$ cat config.mk
export PLATFORM = sky130hd
export DESIGN_NAME = conv2d_kxk_stream
export DESIGN_NICKNAME = d
export VERILOG_FILES = /design/src/rtl/conv2d_kxk_stream.sv
export SDC_FILE = /design/constraint.sdc
export NUM_CORES = 2
export LEC_CHECK = 0
export CAP_MARGIN = 20
export CORE_MARGIN = 2
export CORE_UTILIZATION = 40
export DETAILED_ROUTE_END_ITERATION = 16
export PLACE_DENSITY = 0.57
export SLEW_MARGIN = 20
export SYNTH_ARGS = -nofsm -noshare
export SYNTH_HDL_FRONTEND = slang
export SYNTH_SLANG_ARGS = --single-unit
$ cat constraint.sdc
create_clock -name i_clk -period 9.7 [get_ports i_clk]
set_input_delay 1.455 -clock i_clk [delete_from_list [all_inputs] [get_ports i_clk]]
set_output_delay 1.455 -clock i_clk [all_outputs]
set_load 0.03 [all_outputs]
$ cat src/rtl/conv2d_kxk_stream.sv
// Streaming KxK "valid" 2D convolution: K-1 line buffers, KxK window, serial weight load, saturated output.
// Optional build macro CONV_RELU_EN zeroes negative results ahead of the output register.
module conv2d_kxk_stream #(
  parameter int K      = 3,
  parameter int IMG_W  = 8,
  parameter int X_BW   = 8,
  parameter int W_BW   = 8,
  parameter int ACC_BW = 20,
  parameter int O_BW   = 16
) (
  input  logic                   i_clk,
  input  logic                   i_rst_n,
  input  logic                   i_w_valid,
  input  logic signed [W_BW-1:0] i_w,
  output logic                   o_w_ready,
  input  logic                   i_sof,
  input  logic                   i_x_valid,
  input  logic signed [X_BW-1:0] i_x,
  output logic                   o_y_valid,
  output logic signed [O_BW-1:0] o_y
);

  localparam int NW  = K * K;
  localparam int PW  = X_BW + W_BW;
  localparam int WIW = $clog2(NW);
  localparam int CW  = $clog2(IMG_W);
  localparam int RW  = $clog2(K);

  localparam logic [WIW-1:0] W_LAST        = WIW'(NW - 1);
  localparam logic [WIW-1:0] W_SECOND      = WIW'(1);
  localparam logic [CW-1:0]  COL_LAST      = CW'(IMG_W - 1);
  localparam logic [CW-1:0]  COL_FIRST_RES = CW'(K - 1);
  localparam logic [CW-1:0]  COL_ONE       = CW'(1);
  localparam logic [RW-1:0]  ROW_LAST      = RW'(K - 1);
  localparam logic [RW-1:0]  ROW_ONE       = RW'(1);

  localparam logic signed [ACC_BW-1:0] SAT_MAX = {{(ACC_BW-O_BW+1){1'b0}}, {(O_BW-1){1'b1}}};
  localparam logic signed [ACC_BW-1:0] SAT_MIN = {{(ACC_BW-O_BW+1){1'b1}}, {(O_BW-1){1'b0}}};

  typedef enum logic [1:0] {
    ST_EMPTY,
    ST_LOAD,
    ST_RUN
  } state_t;

  state_t                   state_reg;
  logic [WIW-1:0]           w_idx_reg;
  logic [CW-1:0]            col_reg;
  logic [RW-1:0]            row_reg;

  logic [WIW-1:0]           w_slot;
  logic                     run_reload;
  logic                     accept;
  logic [CW-1:0]            pix_col;
  logic [RW-1:0]            pix_row;
  logic [CW-1:0]            col_next;
  logic [RW-1:0]            row_next;
  logic [CW-1:0]            col_d;
  logic [RW-1:0]            row_d;
  logic [CW-1:0]            rd_addr;
  logic                     win_done;

  logic signed [W_BW-1:0]   weight   [NW];
  logic signed [X_BW-1:0]   lb_rd    [K-1];
  logic signed [X_BW-1:0]   col_in   [K];
  logic signed [X_BW-1:0]   win_reg  [K][K];
  logic signed [ACC_BW-1:0] prod_ext [NW];
  logic signed [ACC_BW-1:0] sum_d;

  logic                     done_reg;
  logic                     acc_valid_reg;
  logic signed [ACC_BW-1:0] acc_reg;
  logic signed [O_BW-1:0]   sat_d;
  logic signed [O_BW-1:0]   y_d;

  // ---------------------------------------------------------------- weight FSM
  always_ff @(posedge i_clk) begin
    if (!i_rst_n) begin
      state_reg <= ST_EMPTY;
      w_idx_reg <= '0;
      o_w_ready <= 1'b0;
    end else begin
      case (state_reg)
        ST_EMPTY: begin
          if (i_w_valid) begin
            w_idx_reg <= W_SECOND;
            state_reg <= ST_LOAD;
          end
        end
        ST_LOAD: begin
          if (i_w_valid) begin
            if (w_idx_reg == W_LAST) begin
              w_idx_reg <= '0;
              state_reg <= ST_RUN;
              o_w_ready <= 1'b1;
            end else begin
              w_idx_reg <= w_idx_reg + W_SECOND;
            end
          end
        end
        ST_RUN: begin
          if (i_w_valid) begin
            w_idx_reg <= W_SECOND;
            state_reg <= ST_LOAD;
            o_w_ready <= 1'b0;
          end
        end
        default: begin
          state_reg <= ST_EMPTY;
          w_idx_reg <= '0;
          o_w_ready <= 1'b0;
        end
      endcase
    end
  end

  // A weight strobe outside LOAD always restarts the sequence at w[0].
  assign w_slot = (state_reg == ST_LOAD) ? w_idx_reg : '0;

  genvar gi;
  for (gi = 0; gi < NW; gi++) begin : g_weight
    logic signed [W_BW-1:0] w_reg;
    always_ff @(posedge i_clk) begin
      if (i_w_valid && (w_slot == WIW'(gi))) begin
        w_reg <= i_w;
      end
    end
    assign weight[gi] = w_reg;
  end

  // ---------------------------------------------------------------- pixel counters
  assign run_reload = (state_reg == ST_RUN) && i_w_valid;
  assign accept     = (state_reg == ST_RUN) && i_x_valid && !i_w_valid;
  assign pix_col    = i_sof ? '0 : col_reg;
  assign pix_row    = i_sof ? '0 : row_reg;
  assign col_next   = (pix_col == COL_LAST) ? '0 : pix_col + COL_ONE;
  assign row_next   = ((pix_col == COL_LAST) && (pix_row != ROW_LAST)) ? pix_row + ROW_ONE : pix_row;
  assign win_done   = accept && (pix_row == ROW_LAST) && (pix_col >= COL_FIRST_RES);

  always_comb begin
    col_d = col_reg;
    row_d = row_reg;
    if (run_reload) begin
      col_d = '0;
      row_d = '0;
    end else if (accept) begin
      col_d = col_next;
      row_d = row_next;
    end
  end

  always_ff @(posedge i_clk) begin
    if (!i_rst_n) begin
      col_reg <= '0;
      row_reg <= '0;
    end else begin
      col_reg <= col_d;
      row_reg <= row_d;
    end
  end

  // Line buffers read one cycle ahead at the column the next pixel will occupy,
  // so the registered read is ready when that pixel arrives.
  assign rd_addr = i_rst_n ? col_d : '0;

  for (gi = 0; gi < K - 1; gi++) begin : g_line
    logic signed [X_BW-1:0] lb_mem [IMG_W];
    logic signed [X_BW-1:0] rd_reg;
    logic signed [X_BW-1:0] wr_data;
    if (gi == 0) begin : g_head
      assign wr_data = i_x;
    end else begin : g_tail
      assign wr_data = lb_rd[gi-1];
    end
    always_ff @(posedge i_clk) begin
      if (accept) begin
        lb_mem[pix_col] <= wr_data;
      end
      rd_reg <= lb_mem[rd_addr];
    end
    assign lb_rd[gi] = rd_reg;
  end

  // Window row 0 is the oldest image row, column K-1 the newest pixel.
  for (gi = 0; gi < K; gi++) begin : g_col_in
    if (gi == K - 1) begin : g_new
      assign col_in[gi] = i_x;
    end else begin : g_old
      assign col_in[gi] = lb_rd[K-2-gi];
    end
  end

  always_ff @(posedge i_clk) begin
    if (accept) begin
      for (int r = 0; r < K; r++) begin
        for (int c = 0; c < K - 1; c++) begin
          win_reg[r][c] <= win_reg[r][c+1];
        end
        win_reg[r][K-1] <= col_in[r];
      end
    end
  end

  // ---------------------------------------------------------------- MAC and output
  for (gi = 0; gi < NW; gi++) begin : g_mac
    logic signed [PW-1:0] prod;
    assign prod         = PW'(win_reg[gi / K][gi % K]) * PW'(weight[gi]);
    assign prod_ext[gi] = {{(ACC_BW-PW){prod[PW-1]}}, prod};
  end

  always_comb begin
    sum_d = '0;
    for (int i = 0; i < NW; i++) begin
      sum_d = sum_d + prod_ext[i];
    end
  end

  always_comb begin
    if (acc_reg > SAT_MAX) begin
      sat_d = SAT_MAX[O_BW-1:0];
    end else if (acc_reg < SAT_MIN) begin
      sat_d = SAT_MIN[O_BW-1:0];
    end else begin
      sat_d = acc_reg[O_BW-1:0];
    end
`ifdef CONV_RELU_EN
    y_d = sat_d[O_BW-1] ? '0 : sat_d;
`else
    y_d = sat_d;
`endif
  end

  // Window update, sum register, output register: result appears two edges after acceptance.
  always_ff @(posedge i_clk) begin
    if (!i_rst_n) begin
      done_reg      <= 1'b0;
      acc_valid_reg <= 1'b0;
      acc_reg       <= '0;
      o_y_valid     <= 1'b0;
      o_y           <= '0;
    end else begin
      done_reg      <= win_done;
      acc_valid_reg <= done_reg;
      if (done_reg) begin
        acc_reg <= sum_d;
      end
      o_y_valid <= acc_valid_reg;
      if (acc_valid_reg) begin
        o_y <= y_d;
      end
    end
  end

endmodule

After elaboration in Yosys (flattened, before gate mapping)
Memories as Yosys holds them, arrays and structs flattened. A register that Yosys moved wholly into a read port is not among the register bits. Index checks and enable logic that the tools add are counted.

Bits in latches: 0. Bits in writable memories: 200. Memories: 3. Bits in registers: 123. Word-level logic and storage cells: 112. Bits of input ports: 21. Memory bits (read-only): 0.

Div/mod/pow operators: 0. Shifts and indexed selects: 0. Eq/ne operators: 18. Reductions and logical operators: 23. Multiply operators: 9. Add/subtract/negate cells: 11. Mux-type cells: 24. Bitwise operators: 2. Magnitude comparators: 3.

Memories: win_reg (words 3, width 24, read ports 3, clocked after memory_dff 0, write ports 3, RTL line 66) `logic signed [X_BW-1:0] win_reg [K][K];`; g_line[0].lb_mem (words 8, width 8, read ports 1, clocked after memory_dff 1, write ports 1, RTL line 167) `logic signed [X_BW-1:0] lb_mem [IMG_W];`; g_line[1].lb_mem (words 8, width 8, read ports 1, clocked after memory_dff 1, write ports 1, RTL line 167).

Operators with widths (number): $mul A8 B8 Y16 (9); $add A20 B16 Y20 (4); $mux W16 (2); $add A19 B16 Y20 (1); $gt A20 B16 Y1 const B (1); $lt A20 B16 Y1 const B (1); $add A18 B16 Y19 (1); $add A17 B16 Y18 (1); $add A16 B16 Y17 (1); $eq A4 B3 Y1 const B (4); $mux W4 (4); $logic_and A1 B1 Y1 (15); $mux W3 (5); $mux W2 (5); $eq A4 B2 Y1 const B (2); $eq A4 B4 Y1 const B (2); $ne A2 B2 Y1 const B (4); $pmux W4 S2 (1); $mux W1 (5); $add A4 B1 Y4 const B (1); $eq A2 B2 Y1 const B (2); $eq A4 B1 Y1 const B (1); $logic_not A4 Y1 (1); $pmux W2 S2 (1); 14 further kinds (16).

Depth between registers and ports, before layout
An unclocked memory read counts as a cell.

Word-level depth: 10. Depth in mapped cells: 30.

Worst setup path after synthesis
OpenSTA, ideal clock, no wires.

Kind: reg-to-reg. Start: mem win_reg[2][15] (netlist bit). End: reg acc_reg[18]. Stages on the path, launching flop included: 28. Data arrival time: 7559 ps. Required time: 9566 ps. Clock period less this slack: 7693 ps. Path slack: 2007 ps. Cells stage by stage: edfxtp_1 -> nand2_1 -> inv_1 -> fa_1 -> inv_1 -> fa_1 -> inv_1 -> fa_1 -> inv_1 -> fa_1 -> inv_1 -> fa_1 -> inv_1 -> fa_1 -> inv_1 -> fa_1 -> fa_1 -> fa_1 -> inv_1 -> fa_1 -> inv_1 -> ha_1 -> a21o_1 -> a21o_1 -> a221o_1 -> nor4_1 -> or3_1 -> a31oi_1.

RTL lines: start, declared (RTL line 66); end signal, assigned (RTL line 245) `acc_reg <= sum_d;`; end, declared (RTL line 72) `logic signed [ACC_BW-1:0] acc_reg;`.

==> summary.txt <==
Run status
  – Status: finished clean

Worst hold path
  – Worst min path class: reg2reg

Clock tree
  – CTS tree: done
  – CTS max path bufs: 3
  – Reg clk slew, reported paths: 60 ps
  – CTS resizes: 0
  – Number of setup buffers added after CTS: 0
  – # hold bufs at CTS: 0
  – H-tree depth: 2
  – Num CTS Buffers: 39
  – Clock sink count: 339
  – CTS root buf: clkbuf_16
  – Clk_lat worst skew: 600 ps

Route
  – Routed wire per std cell: 20.5 um
  – Post-route ant nets: 0
  – Vias post-DR: 22,100
  – Final wirelength: 93,200 um
  – Detailed Route Iter0 Violations: 1,421
  – Initial DRT Pass Iterations: 5
  – DRC viols: 0
  – DR vias/cell: 4.85

Cells and area
  – Max FFs per register: 128
  – Nets: 4,329
  – Area growth syn-to-layout: 8.65%
  – Area of the multi-input gates: 23,800 um2
  – Fillers: 8,672
  – Most frequent cells in the layout: 910 x inv_1, 790 x fa_1, 294 x and2_1
  – Layout cells sized above 1: 2.92%
  – Sequential Area: 9510 um2
  – Most common cell after layout, fill and taps aside: inv_1

Floorplan
  – # IOs: 39
  – Core footprint: 91,500 um2
  – Die width: 308 um
  – Initial core utilization: 40.3%
  – Die ar.: 94,800 um2
  – Cell Rows: 111
  – Die extent in y: 308 um

STA
  – Setup Viol. Count Final: 0
  – Unrepaired setup endpoints after global routing: false
  – Worst-Margin Slew: 1070 ps
  – Top achievable clock speed: 118 MHz
  – Max Clock Skew: 28.9 ps
  – Setup tns final: 0 ps
  – Max Slew Vio Count: 0
  – Max_slew headroom: 28.6%
  – Hold Violations, Final: 0
  – Post-layout min period: 8470 ps
  – Final period util: 87.3%

Synth
  – Number of synthesized register bits: 339
  – EDFF count, synth: 272
  – Post-Syn Area: 36,900 um2
  – Post-synth net total: 4,264
  – Post-synth ARST share: 0%
  – Seq/Total Area, Yosys: 25.8%
  – Post-Synthesis Cells: 3,258
  – Syn Area/Cell: 11.3 um2
  – Distinct cells, synth: 55
  – Yosys warning count: 0
  – Ys flop type: edfxtp_1

Setup path
  – WP data arrival: 8880 ps
  – Critical Path Start Type: flip-flop
  – CP required: 10,110 ps
  – Critical path fanouts, max: 10
  – Setup CP Type: reg2reg
  – Setup crit end kind: flip-flop

Power and ir drop
  – Leakage Power: 18.0 nW
  – PwrDens: 223 nW/um2
  – Power Total: 8.96 mW
  – Maximum vdd drop: 0.701 mV

Place
  – IO Port Bufs: 38
  – Hpwl dp: 77,100 um
  – Placer Congestion: 0.913

Global route
  – Global-route wire length before repair: 146,000 um
  – Total grt overflow: 0
  – Initial antenna violation count: 8
  – Overall global routing resource usage: 20.8%
  – Vias in the first global route: 24,100
  – Largest net degree at the start of global routing: 66

Job
  – Max-cap violations: 0
## worst paths after layout
path,cells after the start,startpoint,to,slack (ps)
setup / recovery,20,win_reg[0][15],acc_reg[18],1230
hold / removal,0,g_line[1].rd_reg[6],win_reg[0][6],410
setup reg to reg,20,win_reg[0][15],acc_reg[18],1230
hold reg to reg,0,g_line[1].rd_reg[6],win_reg[0][6],410
## cell usage after synthesis, drive strengths merged, types with 2 or more instances
library cell | count | share of area [%]
a21oi | 34 | 0.46
nand2b | 54 | 0.91
a211oi | 17 | 0.35
mux2i | 12 | 0.33
nand2 | 272 | 2.8
o22ai | 16 | 0.27
nand3b | 3 | 0.061
dfxtp | 67 | 3.6
a31oi | 5 | 0.085
clkbuf | 22 | 0.22
inv | 911 | 9.3
a32oi | 2 | 0.047
o21a | 4 | 0.081
or3 | 3 | 0.051
xnor2 | 23 | 0.55
nor4 | 4 | 0.068
nor2b | 35 | 0.59
nor2 | 47 | 0.50
and2 | 303 | 5.1
nor3 | 13 | 0.18
o221ai | 16 | 0.38
xor2 | 9 | 0.21
nand3 | 6 | 0.12
ha | 195 | 6.6
a311oi | 16 | 0.38
edfxtp | 272 | 22
fa | 790 | 43
a21o | 20 | 0.41
o21ai | 55 | 0.75
buf | 15 | 0.28
clkinv | 2 | 0.034
## final cells by class
class	count	area share, %
Tap cell	1186	3.70
Inverter	913	8.57
Clock inverter	21	0.627
Timing Repair Buffer	61	1.37
Antenna cell	3	0.0187
Clock buffer	50	2.61
Sequential cell	339	23.7
Multi-Input combinational cell	1969	59.4
## layer usage
metal	vias to the layer above	GRT usage, %	wire length (um)
li1	9853	-	-
met1	11600	28.7	40900
met2	484	32.8	42900
met3	106	4.61	6510
met4	2	6.41	2920
met5	-	0	13
## power breakdown
part	internal [mW]	leakage (nW)	switching, mW	total, mW
Clock	0.883	0.632	0.659	1.54
Sequential	1.56	3.00	0.00981	1.57
Combinational	2.38	14.4	3.47	5.85
Total	4.83	18.0	4.13	8.96
## worst max-delay path: stages (launching register included)
cell	delay [ps]
edfxtp_1	750
and2_1	510
inv_1	210
fa_1	490
fa_1	510
inv_1	50
fa_1	560
fa_1	450
fa_1	580
fa_1	490
fa_1	530
fa_1	430
fa_1	520
fa_1	420
ha_1	250
a2111oi_0	370
o21ai_1	220
a221o_1	400
nor4_1	320
or3_1	150
a31oi_1	80
## kinds of logic after synthesis
family,Yosys count,synth area share (%)
AOI/OAI and AO/OA,194,3.41
muxes,12,0.325
buffers and inverters,950,9.82
xor gates and xnor gates,32,0.759
and+or+nand+nor,746,10.5
adders and majority gates,985,49.4
DFF,339,25.8
## through the flow
step                setup WS (ps)  instance area (um2)  instances  hold WS, ps  utilization (%)
finish                       1230                40100       4542          412             43.8
global route                  806                40100       4540          426             43.8
global placement             1240                38800       4468          405             42.4
floorplan                    2010                36900       3258          386                -
CTS                          1160                40100       4539          413             43.8
detailed placement           1180                38800       4468          397             42.4
No activity file was read; power rests on OpenSTA's default activity.
